## src/rtl/seq_vedic_div_if.sv

```systemverilog
// rtl/seq_vedic_div_if.sv - start/busy/done handshake and operand/result bus of seq_vedic_div
interface seq_vedic_div_if #(
    parameter int WIDTH = 24,
    parameter int RSWID = 48
);
    logic             start;
    logic [RSWID-1:0] dvd;
    logic [WIDTH-1:0] dvs;
    logic             busy;
    logic             done;
    logic [RSWID-1:0] quo;
    logic [WIDTH-1:0] rem;
    logic             dvz;

    modport master (
        output start, dvd, dvs,
        input  busy, done, quo, rem, dvz
    );

    modport slave (
        input  start, dvd, dvs,
        output busy, done, quo, rem, dvz
    );
endinterface

```

## src/rtl/seq_vedic_div.sv

```systemverilog
// rtl/seq_vedic_div.sv - iterative restoring unsigned divider (optional SEQ_VEDIC_DIV_RADIX4_EN)
module seq_vedic_div #(
    parameter int WIDTH = 24,
    parameter int RSWID = 48
) (
    input  logic          clk,
    input  logic          rst_n,
    seq_vedic_div_if.slave bus
);

    localparam int CW = $clog2(RSWID);

`ifdef SEQ_VEDIC_DIV_RADIX4_EN
    localparam logic [CW-1:0] LAST_CNT = CW'(RSWID/2 - 1);
`else
    localparam logic [CW-1:0] LAST_CNT = CW'(RSWID - 1);
`endif

    typedef enum logic [1:0] {
        S_IDLE = 2'd0,
        S_CALC = 2'd1,
        S_DONE = 2'd2
    } state_t;

    state_t           state;
    state_t           state_nx;
    logic             busy_c;
    logic             done_c;

    logic [CW-1:0]    cnt;
    logic [RSWID-1:0] dvd_sh;
    logic [WIDTH-1:0] dvs_r;
    // Stored partial remainder is always < divisor, so WIDTH bits suffice;
    // the shifted value fed to the comparator is WIDTH+1 bits.
    logic [WIDTH-1:0] pr;
    logic [RSWID-1:0] q_sh;

    logic [RSWID-1:0] quo_r;
    logic [WIDTH-1:0] rem_r;
    logic             dvz_r;

    logic [WIDTH:0]   dvs_ext;
    logic [WIDTH:0]   t1;
    logic             ge1;
    logic [WIDTH-1:0] p1;
    logic [WIDTH-1:0] pr_nx;
    logic [RSWID-1:0] q_nx;
    logic [RSWID-1:0] dvd_nx;
    logic             last;
`ifdef SEQ_VEDIC_DIV_RADIX4_EN
    logic [WIDTH:0]   t2;
    logic             ge2;
    logic [WIDTH-1:0] p2;
`endif

    // Compare/subtract stage(s): shift in the next dividend bit(s) and restore.
    always_comb begin
        dvs_ext = {1'b0, dvs_r};
        t1      = {pr, dvd_sh[RSWID-1]};
        ge1     = (t1 >= dvs_ext);
        p1      = ge1 ? WIDTH'(t1 - dvs_ext) : t1[WIDTH-1:0];
`ifdef SEQ_VEDIC_DIV_RADIX4_EN
        t2      = {p1, dvd_sh[RSWID-2]};
        ge2     = (t2 >= dvs_ext);
        p2      = ge2 ? WIDTH'(t2 - dvs_ext) : t2[WIDTH-1:0];
        pr_nx   = p2;
        q_nx    = {q_sh[RSWID-3:0], ge1, ge2};
        dvd_nx  = {dvd_sh[RSWID-3:0], 2'b00};
`else
        pr_nx   = p1;
        q_nx    = {q_sh[RSWID-2:0], ge1};
        dvd_nx  = {dvd_sh[RSWID-2:0], 1'b0};
`endif
        last    = (cnt == LAST_CNT);
    end

    // State register.
    always_ff @(posedge clk or negedge rst_n) begin
        if (!rst_n) begin
            state <= S_IDLE;
        end else begin
            state <= state_nx;
        end
    end

    // Next-state and handshake outputs; a zero divisor skips straight to DONE.
    always_comb begin
        state_nx = state;
        busy_c   = 1'b0;
        done_c   = 1'b0;
        case (state)
            S_IDLE: begin
                if (bus.start) begin
                    state_nx = (bus.dvs != '0) ? S_CALC : S_DONE;
                end
            end
            S_CALC: begin
                busy_c = 1'b1;
                if (last) begin
                    state_nx = S_DONE;
                end
            end
            S_DONE: begin
                done_c   = 1'b1;
                state_nx = S_IDLE;
            end
            default: state_nx = S_IDLE;
        endcase
    end

    // Datapath: operand capture, iteration, and result load on entry to DONE.
    always_ff @(posedge clk or negedge rst_n) begin
        if (!rst_n) begin
            cnt    <= '0;
            dvd_sh <= '0;
            dvs_r  <= '0;
            pr     <= '0;
            q_sh   <= '0;
            quo_r  <= '0;
            rem_r  <= '0;
            dvz_r  <= 1'b0;
        end else begin
            case (state)
                S_IDLE: begin
                    if (bus.start) begin
                        if (bus.dvs != '0) begin
                            dvd_sh <= bus.dvd;
                            dvs_r  <= bus.dvs;
                            pr     <= '0;
                            q_sh   <= '0;
                            cnt    <= '0;
                        end else begin
                            dvz_r  <= 1'b1;
                            quo_r  <= '1;
                            rem_r  <= bus.dvd[WIDTH-1:0];
                        end
                    end
                end
                S_CALC: begin
                    dvd_sh <= dvd_nx;
                    pr     <= pr_nx;
                    q_sh   <= q_nx;
                    cnt    <= cnt + 1'b1;
                    if (last) begin
                        quo_r <= q_nx;
                        rem_r <= pr_nx;
                        dvz_r <= 1'b0;
                    end
                end
                default: ;
            endcase
        end
    end

    assign bus.busy = busy_c;
    assign bus.done = done_c;
    assign bus.quo  = quo_r;
    assign bus.rem  = rem_r;
    assign bus.dvz  = dvz_r;

endmodule

```

## src/flat_wrapper.sv

```systemverilog
// flat-port wrapper written by rule: the top's interface ports become plain ports
module seq_vedic_div_flat 
#(
    parameter int WIDTH = 24,
    parameter int RSWID = 48
)
  (clk, rst_n, bus_start, bus_dvd, bus_dvs, bus_busy, bus_done, bus_quo, bus_rem, bus_dvz);
  seq_vedic_div_if #(.WIDTH(WIDTH), .RSWID(RSWID)) bus_i ();
  input  logic clk;
  input  logic rst_n;
  input wire logic [$bits(bus_i.start)-1:0] bus_start;
  input wire logic [$bits(bus_i.dvd)-1:0] bus_dvd;
  input wire logic [$bits(bus_i.dvs)-1:0] bus_dvs;
  output wire logic [$bits(bus_i.busy)-1:0] bus_busy;
  output wire logic [$bits(bus_i.done)-1:0] bus_done;
  output wire logic [$bits(bus_i.quo)-1:0] bus_quo;
  output wire logic [$bits(bus_i.rem)-1:0] bus_rem;
  output wire logic [$bits(bus_i.dvz)-1:0] bus_dvz;
  assign bus_i.start = bus_start;
  assign bus_i.dvd = bus_dvd;
  assign bus_i.dvs = bus_dvs;
  assign bus_busy = bus_i.busy;
  assign bus_done = bus_i.done;
  assign bus_quo = bus_i.quo;
  assign bus_rem = bus_i.rem;
  assign bus_dvz = bus_i.dvz;
  seq_vedic_div #(.WIDTH(WIDTH), .RSWID(RSWID)) u_core (.clk(clk), .rst_n(rst_n), .bus(bus_i));
endmodule
```

## config.mk

```make
export PLATFORM = sky130hd
export DESIGN_NAME = seq_vedic_div_flat
export DESIGN_NICKNAME = d
export VERILOG_FILES = /design/src/rtl/seq_vedic_div_if.sv /design/src/rtl/seq_vedic_div.sv /design/src/flat_wrapper.sv
export SDC_FILE = /design/constraint.sdc
export NUM_CORES = 1
export LEC_CHECK = 0
export CAP_MARGIN = 20
export CORE_MARGIN = 2
export CORE_UTILIZATION = 27
export DETAILED_ROUTE_END_ITERATION = 8
export REMOVE_ABC_BUFFERS = 1
export SYNTH_ARGS = -nofsm -noshare
export SYNTH_HDL_FRONTEND = slang
export SYNTH_SLANG_ARGS = --single-unit
```

## constraint.sdc

```tcl
create_clock -name clk -period 3.7 [get_ports clk]
set_clock_uncertainty 0.2 [all_clocks]
set_input_delay 0.555 -clock clk [delete_from_list [all_inputs] [get_ports clk]]
set_output_delay 0.555 -clock clk [all_outputs]
set_load 0.005 [all_outputs]
```

==> results of run 1 <==
[critical path, stage by stage (launching register included)]
cell      delay, ns
dfrtp_1        0.41
ha_1           0.51
nand2_2        0.15
or3_4          0.41
or3_1          0.38
o41a_1         0.40
o31a_1         0.21
buf_12         0.21
a211oi_1       0.25
o21ai_0        0.12
[sequential cells by signal, summed over array words and instances, names as in the netlist]
signal and cells:
u_core.bus.quo 48, u_core.dvd_sh 48, u_core.q_sh 47, u_core.bus.rem 24
u_core.dvs_r 24, u_core.pr 24, u_core.cnt 6, u_core.state 2
u_core.bus.dvz 1
[metal layers]
metal	vias up	share of wire
met5	-	0
met4	0	0.019
met3	41	0.046
met2	249	0.44
met1	4507	0.50
li1	4509	-
[repair_timing]
action | CTS | global route
endpoints found under the hold margin | 80 | 0
setup buffers | 0 | 0
hold buffers | 1 | 0
setup endpoints to repair | 0 | 1
[layout make-up]
| type | instances | share of cell area |
|---|---|---|
| flip-flops and latches | 224 | 0.3937 |
| repair buffers | 186 | 0.1345 |
| multi-input cells | 836 | 0.3470 |
| clock inverters | 18 | 0.01714 |
| clock buffers | 32 | 0.05229 |
| inverters | 35 | 0.009228 |
| well taps | 525 | 0.04614 |
[kinds of logic (layout without fill, tap and decap cells)]
kind of cell | after synthesis | count (layout) | share of synthesized area
simple gates | 369 | 369 | 0.1571
xor+xnor | 18 | 18 | 0.01432
flops | 224 | 224 | 0.5093
fa+ha+maj | 26 | 26 | 0.03024
mux | 26 | 26 | 0.02376
compound gates | 396 | 397 | 0.2193
buf+inv | 125 | 271 | 0.04604
[report_power, final]
part,switching [uW],total [uW],internal [uW],leakage [uW]
Combinational,4420,7420,3000,0.00287
Clock,1120,2920,1800,0.000493
Sequential,595,4030,3430,0.00283
[worst paths after layout]
| check | from | to | slack, ns | depth (start not counted) |
|---|---|---|---|---|
| max | u_core.pr[17]$_DFFE_PN0P_ | u_core.pr[20]$_DFFE_PN0P_ | 0.32 | 9 |
| min | u_core.bus.quo[19]$_DFFE_PN0P_ | u_core.bus.quo[19]$_DFFE_PN0P_ | 0.26 | 2 |
| max reg2reg | u_core.pr[17]$_DFFE_PN0P_ | u_core.pr[20]$_DFFE_PN0P_ | 0.32 | 9 |
| min reg2reg | u_core.bus.quo[19]$_DFFE_PN0P_ | u_core.bus.quo[19]$_DFFE_PN0P_ | 0.26 | 2 |
| max in group asynchronous | rst_n | u_core.bus.quo[2]$_DFFE_PN0P_ | 1.94 | 3 |
| min in group asynchronous | rst_n | u_core.bus.quo[17]$_DFFE_PN0P_ | 0.40 | 2 |
[cells in the final DEF, fill, tap and decap left out, types with 24 or more instances in the layout]
cell type	instances
ha_1	25
inv_1	33
clkbuf_16	27
nor3b_1	24
buf_4	25
mux2i_1	25
dfrtp_1	224
a21oi_1	76
nand2_1	216
or3_1	26
clkdlybuf4s50_1	148
o21ai_0	177
nand4_1	26
a22o_1	48
[metrics by stage]
stage / util / total power [uW] / hold WS [ns] / instance area (um^2) / cells
finish: 0.3559 / 14370 / 0.2629 / 14240 / 1856
floorplan: - / 8306 / 0.05941 / 10630 / 1094
global route: 0.3559 / 15540 / 0.2843 / 14240 / 1856
global placement: 0.3306 / 11330 / 0.2503 / 13230 / 1804
detailed placement: 0.3306 / 11470 / 0.2556 / 13230 / 1804
CTS: 0.3556 / 14470 / 0.2688 / 14220 / 1855
==> summary.txt, run 1 <==
Floorplanning
  • DIE WIDTH: 205.9 um
  • Boundary pin count: 150
  • Die ar.: 42,400 um^2
  • # rows: 73
  • Initial Util: 0.2751
  • Core area: 40,010 um^2
  • Chip height: 205.9 um

Detailed routing
  • Via/cell ratio: 5.014
  • Initial DRT Pass Iterations: 5
  • Post-route DRC violation count: 0
  • Avg WL per Cell: 17.83 um
  • Total via count in the routed design: 9,306
  • Final routed wirelength across all metal layers: 33.08 mm
  • DRC marker count from the first detailed-route iteration: 671
  • Antenna Violating Nets Remaining: 0

GRT
  • Maximum number of pins on one net before global-route repair: 84
  • Met3 usage in global routing: 0.02208
  • Sum of overflow across all layers after global routing: 0
  • Top Usage Layer GRT: met1
  • Met2 demand-to-capacity share in global routing: 0.2362
  • Number of antenna violations at the first check in global routing: 0
  • Met1 Usage GRT: 0.2371
  • Number of global-route vias before repair: 8,981
  • Global-route usage over all layers: 0.1564
  • Global-route wire length before repair: 52.54 mm

Clock network
  • Post-cts resize count: 0
  • Clk_lat worst skew: 0.56 ns
  • Clock Pin Slew Worst Setup and Hold Paths: 0.06 ns
  • Number of H-tree branching levels: 1
  • Number of clock sinks: 224
  • Number of CTS-inserted buffers: 27
  • Root Buffer: clkbuf_16
  • Maximum number of buffers from clock root to sink: 3
  • CTS tree: done

Run
  • Number of max-capacitance violations reported: 0

Placement
  • Count of buffers from port buffering: 149
  • Sum of net half-perimeters after detailed placement: 22.94 mm
  • Gpl congestion: 0.8878
  • Post-placement setup slack: 0.2364 ns

Finish
  • Filler Cells Inserted: 4,102
  • Total Nets Final: 1,411
  • Synth-to-layout area growth: 29.35%
  • Storage cell area: 5605 um^2
  • Multi-input logic area: 4941 um^2
  • Total inserted antenna cells: 0
  • Share of final-layout standard cells stronger than drive strength 1: 0.07889

STA
  • Fin. max-slew vios: 0
  • Unrepaired setup endpoints after global routing: no
  • Post-route clock period utilization: 0.9143
  • Fin crit period: 3.383 ns
  • Transition time of the tightest slew-check pin: 0.9463 ns
  • Maximum clock rate: 0.2956 GHz
  • Number of failing hold endpoints at the final stage: 0
  • Worst slew margin relative to its limit: 0.3653
  • Setup TNS: 0 ns
  • Worst path setup slack after routing: 0.3171 ns
  • Final setup viols: 0

Synthesis
  • Number of distinct library cells after synthesis: 58
  • Flop and latch count out of synthesis: 224
  • Library cell with the largest summed area after synthesis: dfrtp_1
  • Number of enable flip-flop cells after synthesis: 0
  • Syn Std Cell Area: 11,010 um^2
  • Cell types with the largest area share after synthesis: dfrtp_1 51%, o21ai_0 8.0%, nand2_1 7.4%
  • Primary FF master, synth: dfrtp_1
  • Gate count after technology mapping: 1,184
  • Post-synthesis sequential area ratio: 0.5093
  • Post-synthesis async set-or-reset flop share: 1.000
  • Synth Warn #: 0
  • Dominant cell by count in the synthesized netlist: dfrtp_1
  • Avg Inst Size Synth: 9.296 um^2
  • Portion of synthesized cell area occupied by the leading cell type: 0.5093
  • Synth cell count leaders: 224 x dfrtp_1, 216 x nand2_1, 177 x o21ai_0

Critical path
  • Worst setup path class: reg2reg
  • Maximum net fanout on the critical path: 38
  • Type of destination of the critical path: flip-flop
  • Startpoint kind of the worst setup timing path: flip-flop
  • Endpoint required time on the critical path: 3.93 ns
  • Arrival time worst endpoint: 3.62 ns

Pwr
  • Leakage: 0.006189 uW
  • Total power divided by cell area: 1009 nW/um^2
  • Maximum vdd drop: 0.5039 mV

Outcome
  • Result of the run: finished clean

Min path
  • Worst min path class: reg2reg
(Power assumes the default switching activity.)
==> run 2, diff against run 1 <==
Settings changed: CORE_UTILIZATION 27 to 57, CTS_BUF_LIST set to sky130_fd_sc_hd__clkbuf_8, PLACE_DENSITY set to 0.82.
==> run 2 against run 1 <==
Net effect:
- setup slack lost 0.058 ns
- hold slack improved by 0.0015 ns
- die area down 52%
- final cell count is 14% lower
- non-clock buffer count shrank 13
- first-iteration DRC count increased by 7.5%
- via count grew 1.9%
- clock-buffer cell count up 14
- maximum frequency decreased by 1.7%
- register-to-register slack got worse by 0.06 ns
- design area shrank 5.3%
- sequential share of layout area increased by 2.2 points
- critical path type unchanged
- critical endpoint is now u_core.pr[3]$_DFFE_PN0P_
- largest cell class unchanged
==> summary.txt, run 2 (synthesized netlist as in run 1, its figures left out) <==
Finish
  • Commonest cells after routing, fill and taps aside: 224 x dfrtp_1, 216 x nand2_1, 175 x o21ai_0, 148 x clkdlybuf4s50_1, 76 x a21oi_1
  • Total inserted antenna cells: 0 (unchanged)
  • Utilization after layout: 0.7163 (+0.3604)
  • Total Nets Final: 1,407 (-0.28%)
  • Share of final-layout standard cells stronger than drive strength 1: 0.06842 (-0.01047)
  • Most common cell after layout, fill and taps aside: dfrtp_1
  • Synth-to-layout area growth: 22.54%

Floorplanning
  • DIE WIDTH: 143.0 um (-31%)
  • Boundary pin count: 150 (unchanged)
  • Core area: 18,830 um^2 (-53%)
  • Die ar.: 20,440 um^2 (-52%)
  • Chip height: 143.0 um (-31%)
  • # rows: 50 (-32%)
  • Initial Util: 0.5845 (+0.3094)

Clock network
  • Root Buffer: clkbuf_8
  • Number of clock sinks: 224 (unchanged)
  • Number of CTS-inserted buffers: 37 (+37%)
  • Number of H-tree branching levels: 2 (+1)
  • Clk_lat worst skew: 0.53 ns (-0.03 ns)
  • Maximum number of buffers from clock root to sink: 3 (unchanged)
  • Clock Pin Slew Worst Setup and Hold Paths: 0.06 ns (about the same)
  • CTS tree: done
  • Setup Fix Bufs, Post-CTS: 0 (unchanged)

STA
  • Fin crit period: 3.441 ns (+0.05803 ns)
  • Post-route clock period utilization: 0.9300 (+0.01568)
  • Number of failing hold endpoints at the final stage: 0 (unchanged)
  • Maximum clock rate: 0.2906 GHz (-1.7%)
  • Transition time of the tightest slew-check pin: 1.034 ns (+0.08792 ns)
  • Fin. max-slew vios: 0 (unchanged)
  • Final setup viols: 0 (unchanged)
  • Unrepaired setup endpoints after global routing: yes
  • Final worst hold slack: 0.2644 ns (+0.001495 ns)
  • Worst slew margin relative to its limit: 0.3105 (-0.05482)

Detailed routing
  • Initial DRT Pass Iterations: 4 (-1)
  • DRC marker count from the first detailed-route iteration: 721 (+7.5%)
  • Avg WL per Cell: 17.70 um (-0.73%)
  • Final routed wirelength across all metal layers: 28.14 mm (-15%)
  • Antenna Violating Nets Remaining: 0 (unchanged)
  • Total via count in the routed design: 9,484 (+1.9%)
  • Via/cell ratio: 5.965 (+19%)
  • Post-route DRC violation count: 0 (unchanged)

GRT
  • Number of global-route vias before repair: 9,177 (+2.2%)
  • Global-route wire length before repair: 46.37 mm (-12%)
  • Maximum number of pins on one net before global-route repair: 92 (+9.5%)
  • Global-route usage over all layers: 0.2800 (+0.1236)
  • Sum of overflow across all layers after global routing: 0 (unchanged)
  • Number of antenna violations at the first check in global routing: 0 (unchanged)

Placement
  • Gpl congestion: 0.8969 (+1.0%)
  • Count of buffers from port buffering: 149 (unchanged)
  • Sum of net half-perimeters after detailed placement: 19.06 mm (-17%)

Critical path
  • Arrival time worst endpoint: 3.68 ns (+0.06 ns)
  • Endpoint required time on the critical path: 3.94 ns (about the same)
  • Delay of the slowest cell on the worst path: 0.88 ns (+0.37 ns)
  • Maximum net fanout on the critical path: 28 (-26%)
  • Slowest cell on the critical path: o31ai_4
  • Logic depth of the worst register-to-register path: 8 (-1)
  • R2r setup slk: 0.26 ns (-0.06 ns)
  • Startpoint kind of the worst setup timing path: flip-flop
  • Crit path cell chain: ha_1, a21o_1, a21boi_0, or3_1, and3_1, o31ai_4, o21ai_0, o211ai_1
  • Type of destination of the critical path: flip-flop
  • Worst setup path class: reg2reg

Pwr
  • Maximum vdd drop: 0.5371 mV (+6.6%)
  • Leakage: 0.006040 uW (-2.4%)
  • Total power divided by cell area: 978.7 nW/um^2 (-3.0%)

Outcome
  • Result of the run: finished clean

Min path
  • Worst min path class: reg2reg
  • Number of cells on the worst hold path: 2 (unchanged)

Run
  • Number of max-capacitance violations reported: 0 (unchanged)
==> run 2: cell types whose count changed in the layout (fill, tap and decap cells not counted), sizes merged <==
| cell | previous run | this run |
|---|---|---|
| bufinv | 5 | 0 |
| o31ai | 7 | 6 |
| clkbuf | 32 | 46 |
| clkinv | 10 | 2 |
| clkinvlp | 1 | 0 |
| inv | 37 | 50 |
| buf | 37 | 24 |
==> run 2: routing by layer <==
layer	vias up	part of all wire	GRT usage
met5	-	0	0
met4	0	0.019	0.08025
met3	44	0.057	0.04494
met2	305	0.49	0.4588
met1	4650	0.44	0.3888
li1	4485	-	-
==> run 2: cell type report <==
| class | instances | area, um^2 |
|---|---|---|
| flip-flops and latches | 224 | 5605 |
| clock buffers | 46 | 633.1 |
| fillers | 1388 | 5343 |
| multi-input cells | 835 | 4922 |
| clock inverters | 17 | 78.83 |
| inverters | 35 | 131.4 |
| well taps | 260 | 325.3 |
| repair buffers | 173 | 1792 |
==> run 2: worst paths after layout <==
path                                                from                              to
max                             u_core.pr[5]$_DFFE_PN0P_        u_core.pr[3]$_DFFE_PN0P_
min                        u_core.bus.quo[2]$_DFFE_PN0P_   u_core.bus.quo[2]$_DFFE_PN0P_
max reg2reg                     u_core.pr[5]$_DFFE_PN0P_        u_core.pr[3]$_DFFE_PN0P_
min reg2reg                u_core.bus.quo[2]$_DFFE_PN0P_   u_core.bus.quo[2]$_DFFE_PN0P_
max in group asynchronous                          rst_n    u_core.dvs_r[13]$_DFFE_PN0P_
min in group asynchronous                          rst_n  u_core.bus.quo[11]$_DFFE_PN0P_
==> run 2: metrics by stage <==
stage / setup TNS, ns / setup slack, ns / total power (uW) / cells / cell area (um^2)
finish: 0 / 0.2591 / 13200 / 1590 / 13490
CTS: 0 / 0.2503 / 13200 / 1590 / 13490
detailed placement: 0 / 0.1103 / 11060 / 1526 / 12770
global route: -0.008774 / -0.008774 / 14230 / 1590 / 13490
floorplan: -345.40 / -2.665 / 8306 / 1094 / 10630
global placement: 0 / 0.2047 / 10870 / 1526 / 12770
==> run 2: report_power, final <==
group	internal, uW	switching, uW
clock	1120	962
sequential	3440	586
combinational	2880	4210
==> run 2: critical path: cells and delay by family, from the launching register on <==
family                     cells  cell delay, ns
DFF                            1            0.43
adders and majority gates      1            0.43
AOI/OAI and AO/OA              5            1.71
and+or+nand+nor                2            0.57
==> run 2: timing repair <==
action,4_1_cts,5_1_grt
gates resized for setup,0,2
endpoints found under the setup margin,0,3
hold buffers,1,0
endpoints found under the hold margin,88,0
==> run 3, diff against run 2 <==
Settings changed: PLACE_DENSITY 0.82 to 0.88, TNS_END_PERCENT set to 20.
==> run 3 against run 2 <==
Net effect:
- setup slack better by 0.046 ns
- flip-flop and latch count unchanged
- combinational power up 2%
- die area unchanged
- hold slack worse by 0.00086 ns
- critical path depth up 1
- critical endpoint is now u_core.pr[2]$_DFFE_PN0P_
- largest cell class unchanged
==> summary.txt, run 3 (synthesized netlist as in run 1, its figures left out) <==
Clock network
  • CTS tree: done
  • Post-cts resize count: 0 (unchanged)
  • Clk_lat worst skew: 0.54 ns (about the same)
  • Maximum number of buffers from clock root to sink: 3 (unchanged)
  • Number of CTS-inserted buffers: 38 (+2.7%)
  • Root Buffer: clkbuf_8
  • Number of clock sinks: 224 (unchanged)
  • Clock Pin Slew Worst Setup and Hold Paths: 0.06 ns (about the same)
  • Number of H-tree branching levels: 2 (unchanged)

STA
  • Transition time of the tightest slew-check pin: 0.8644 ns (-0.1699 ns)
  • Worst path setup slack after routing: 0.3055 ns (+0.04645 ns)
  • Final worst hold slack: 0.2635 ns (-0.0008610 ns)
  • Post-route clock period utilization: 0.9174 (-0.01255)
  • Worst slew margin relative to its limit: 0.4238 (+0.1133)
  • Unrepaired setup endpoints after global routing: no
  • Setup TNS: 0 ns (unchanged)
  • Fin crit period: 3.394 ns (-0.04644 ns)
  • Fin. max-slew vios: 0 (unchanged)
  • Number of failing hold endpoints at the final stage: 0 (unchanged)
  • Final setup viols: 0 (unchanged)
  • Maximum clock rate: 0.2946 GHz (+1.4%)

Floorplanning
  • # rows: 50 (unchanged)
  • Boundary pin count: 150 (unchanged)
  • Initial Util: 0.5845 (unchanged)
  • Chip height: 143.0 um (unchanged)
  • DIE WIDTH: 143.0 um (unchanged)
  • Core area: 18,830 um^2 (unchanged)
  • Die ar.: 20,440 um^2 (unchanged)

Detailed routing
  • Initial DRT Pass Iterations: 5 (+1)
  • Routed length on met2: 13.61 mm (-0.28%)
  • Avg WL per Cell: 18.24 um (+3.1%)
  • Total via count in the routed design: 9,794 (+3.3%)
  • Highest routed metal layer: met4
  • DRC marker count from the first detailed-route iteration: 937 (+30%)
  • Met3 wire len: 2.187 mm (+36%)
  • Met1 wire length: 12.40 mm (+0.55%)
  • Final routed wirelength across all metal layers: 29.19 mm (+3.7%)
  • Post-route DRC violation count: 0 (unchanged)
  • Antenna Violating Nets Remaining: 0 (unchanged)
  • Via/cell ratio: 6.121 (+2.6%)

GRT
  • Sum of overflow across all layers after global routing: 0 (unchanged)
  • Global-route wire length before repair: 47.24 mm (+1.9%)
  • Number of antenna violations at the first check in global routing: 0 (unchanged)
  • Global-route usage over all layers: 0.2871 (+0.007123)
  • Number of global-route vias before repair: 9,367 (+2.1%)
  • Maximum number of pins on one net before global-route repair: 115 (+25%)

Placement
  • Sum of net half-perimeters after detailed placement: 19.52 mm (+2.4%)
  • Post-placement setup slack: 0.1812 ns (+0.07092 ns)
  • Gpl congestion: 0.9709 (+8.3%)
  • Count of buffers from port buffering: 149 (unchanged)

Critical path
  • Worst setup path class: reg2reg
  • Maximum net fanout on the critical path: 44 (+57%)
  • Crit path cell chain: ha_1, nand2_2, or3_4, or3_1, o41a_1, o31a_1, buf_4, a21oi_1, o31ai_1
  • Type of destination of the critical path: flip-flop
  • Startpoint kind of the worst setup timing path: flip-flop
  • Slowest cell on the critical path: ha_1
  • Endpoint required time on the critical path: 3.90 ns (-0.04 ns)
  • Delay of the slowest cell on the worst path: 0.49 ns (-0.39 ns)
  • Arrival time worst endpoint: 3.60 ns (-0.08 ns)

Finish
  • Filler Cells Inserted: 1,368 (-1.4%)
  • Most common cell after layout, fill and taps aside: dfrtp_1
  • Share of final-layout standard cells stronger than drive strength 1: 0.07537 (+0.006952)
  • Commonest cells after routing, fill and taps aside: 224 x dfrtp_1, 216 x nand2_1, 177 x o21ai_0, 148 x clkdlybuf4s50_1, 76 x a21oi_1
  • Total Nets Final: 1,418 (+0.78%)
  • Synth-to-layout area growth: 23.24%
  • Utilization after layout: 0.7203 (+0.004053)
  • Total inserted antenna cells: 0 (unchanged)

Pwr
  • Total power divided by cell area: 986.7 nW/um^2 (+0.82%)
  • Total power consumption of the routed design: 13,380 uW (+1.4%)
  • Maximum vdd drop: 0.5051 mV (-6.0%)
  • Leakage: 0.006088 uW (+0.80%)

Run
  • Number of max-capacitance violations reported: 0 (unchanged)

Min path
  • Worst min path class: reg2reg

Outcome
  • Result of the run: finished clean
run 3: cell count changes in the layout (fill, tap and decap cells not counted):
cell     delta
inv_6       +1
buf_6       +1
o21ai_0     +2
inv_8       -1
o21ai_1     -2
buf_4       +9
run 3: stage by stage:
| stage | instance area [um^2] | instances |
|---|---|---|
| floorplan | 10630 | 1094 |
| global placement | 12830 | 1535 |
| detailed placement | 12830 | 1535 |
| CTS | 13550 | 1599 |
| global route | 13560 | 1600 |
| finish | 13560 | 1600 |
run 3: path summary, 6_finish.rpt:
path / start / endpoint / slack, ns / cells past startpoint
setup / recovery: u_core.pr[17]$_DFFE_PN0P_ / u_core.pr[2]$_DFFE_PN0P_ / 0.31 / 9
hold / removal: u_core.bus.quo[32]$_DFFE_PN0P_ / u_core.bus.quo[32]$_DFFE_PN0P_ / 0.26 / 2
setup reg to reg: u_core.pr[17]$_DFFE_PN0P_ / u_core.pr[2]$_DFFE_PN0P_ / 0.31 / 9
hold reg to reg: u_core.bus.quo[32]$_DFFE_PN0P_ / u_core.bus.quo[32]$_DFFE_PN0P_ / 0.26 / 2
max in group asynchronous: rst_n / u_core.dvd_sh[36]$_DFFE_PN0P_ / 1.85 / 3
min in group asynchronous: rst_n / u_core.bus.quo[12]$_DFFE_PN0P_ / 0.47 / 2
run 3: worst max-delay path: cells and delay by family, from the launching register on:
family	cells	cell delay (ns)
buffers and inverters	1	0.29
AO/OA/AOI/OAI	4	0.92
AND/OR/NAND/NOR	3	0.94
adder cells (fa/ha/maj)	1	0.49
flip-flops	1	0.42
run 3: power breakdown:
part	switching (uW)	internal [uW]
clock network	969	1120
logic	4310	2950
registers	593	3440
run 3: cell type report:
cell class              count  area (um^2)  share of cell area
multi-input cells         835         4922              0.3629
flip-flops and latches    224         5605              0.4132
inverters                  35        131.4            0.009685
repair buffers            183         1871              0.1379
clock buffers              46        633.1             0.04667
well taps                 260        325.3             0.02398
clock inverters            17        76.32            0.005627
run 3: repair_timing:
action / in CTS / in global routing
hold buffers: 1 / 0
setup buffers: 0 / 0
hold endpoints to repair: 111 / 0
run 3: layer usage:
metal  vias up  global-route usage
li1       4515                   -
met1      4763              0.4007
met2       444              0.4571
met3        72             0.04292
met4         0              0.1105
met5         -                   0
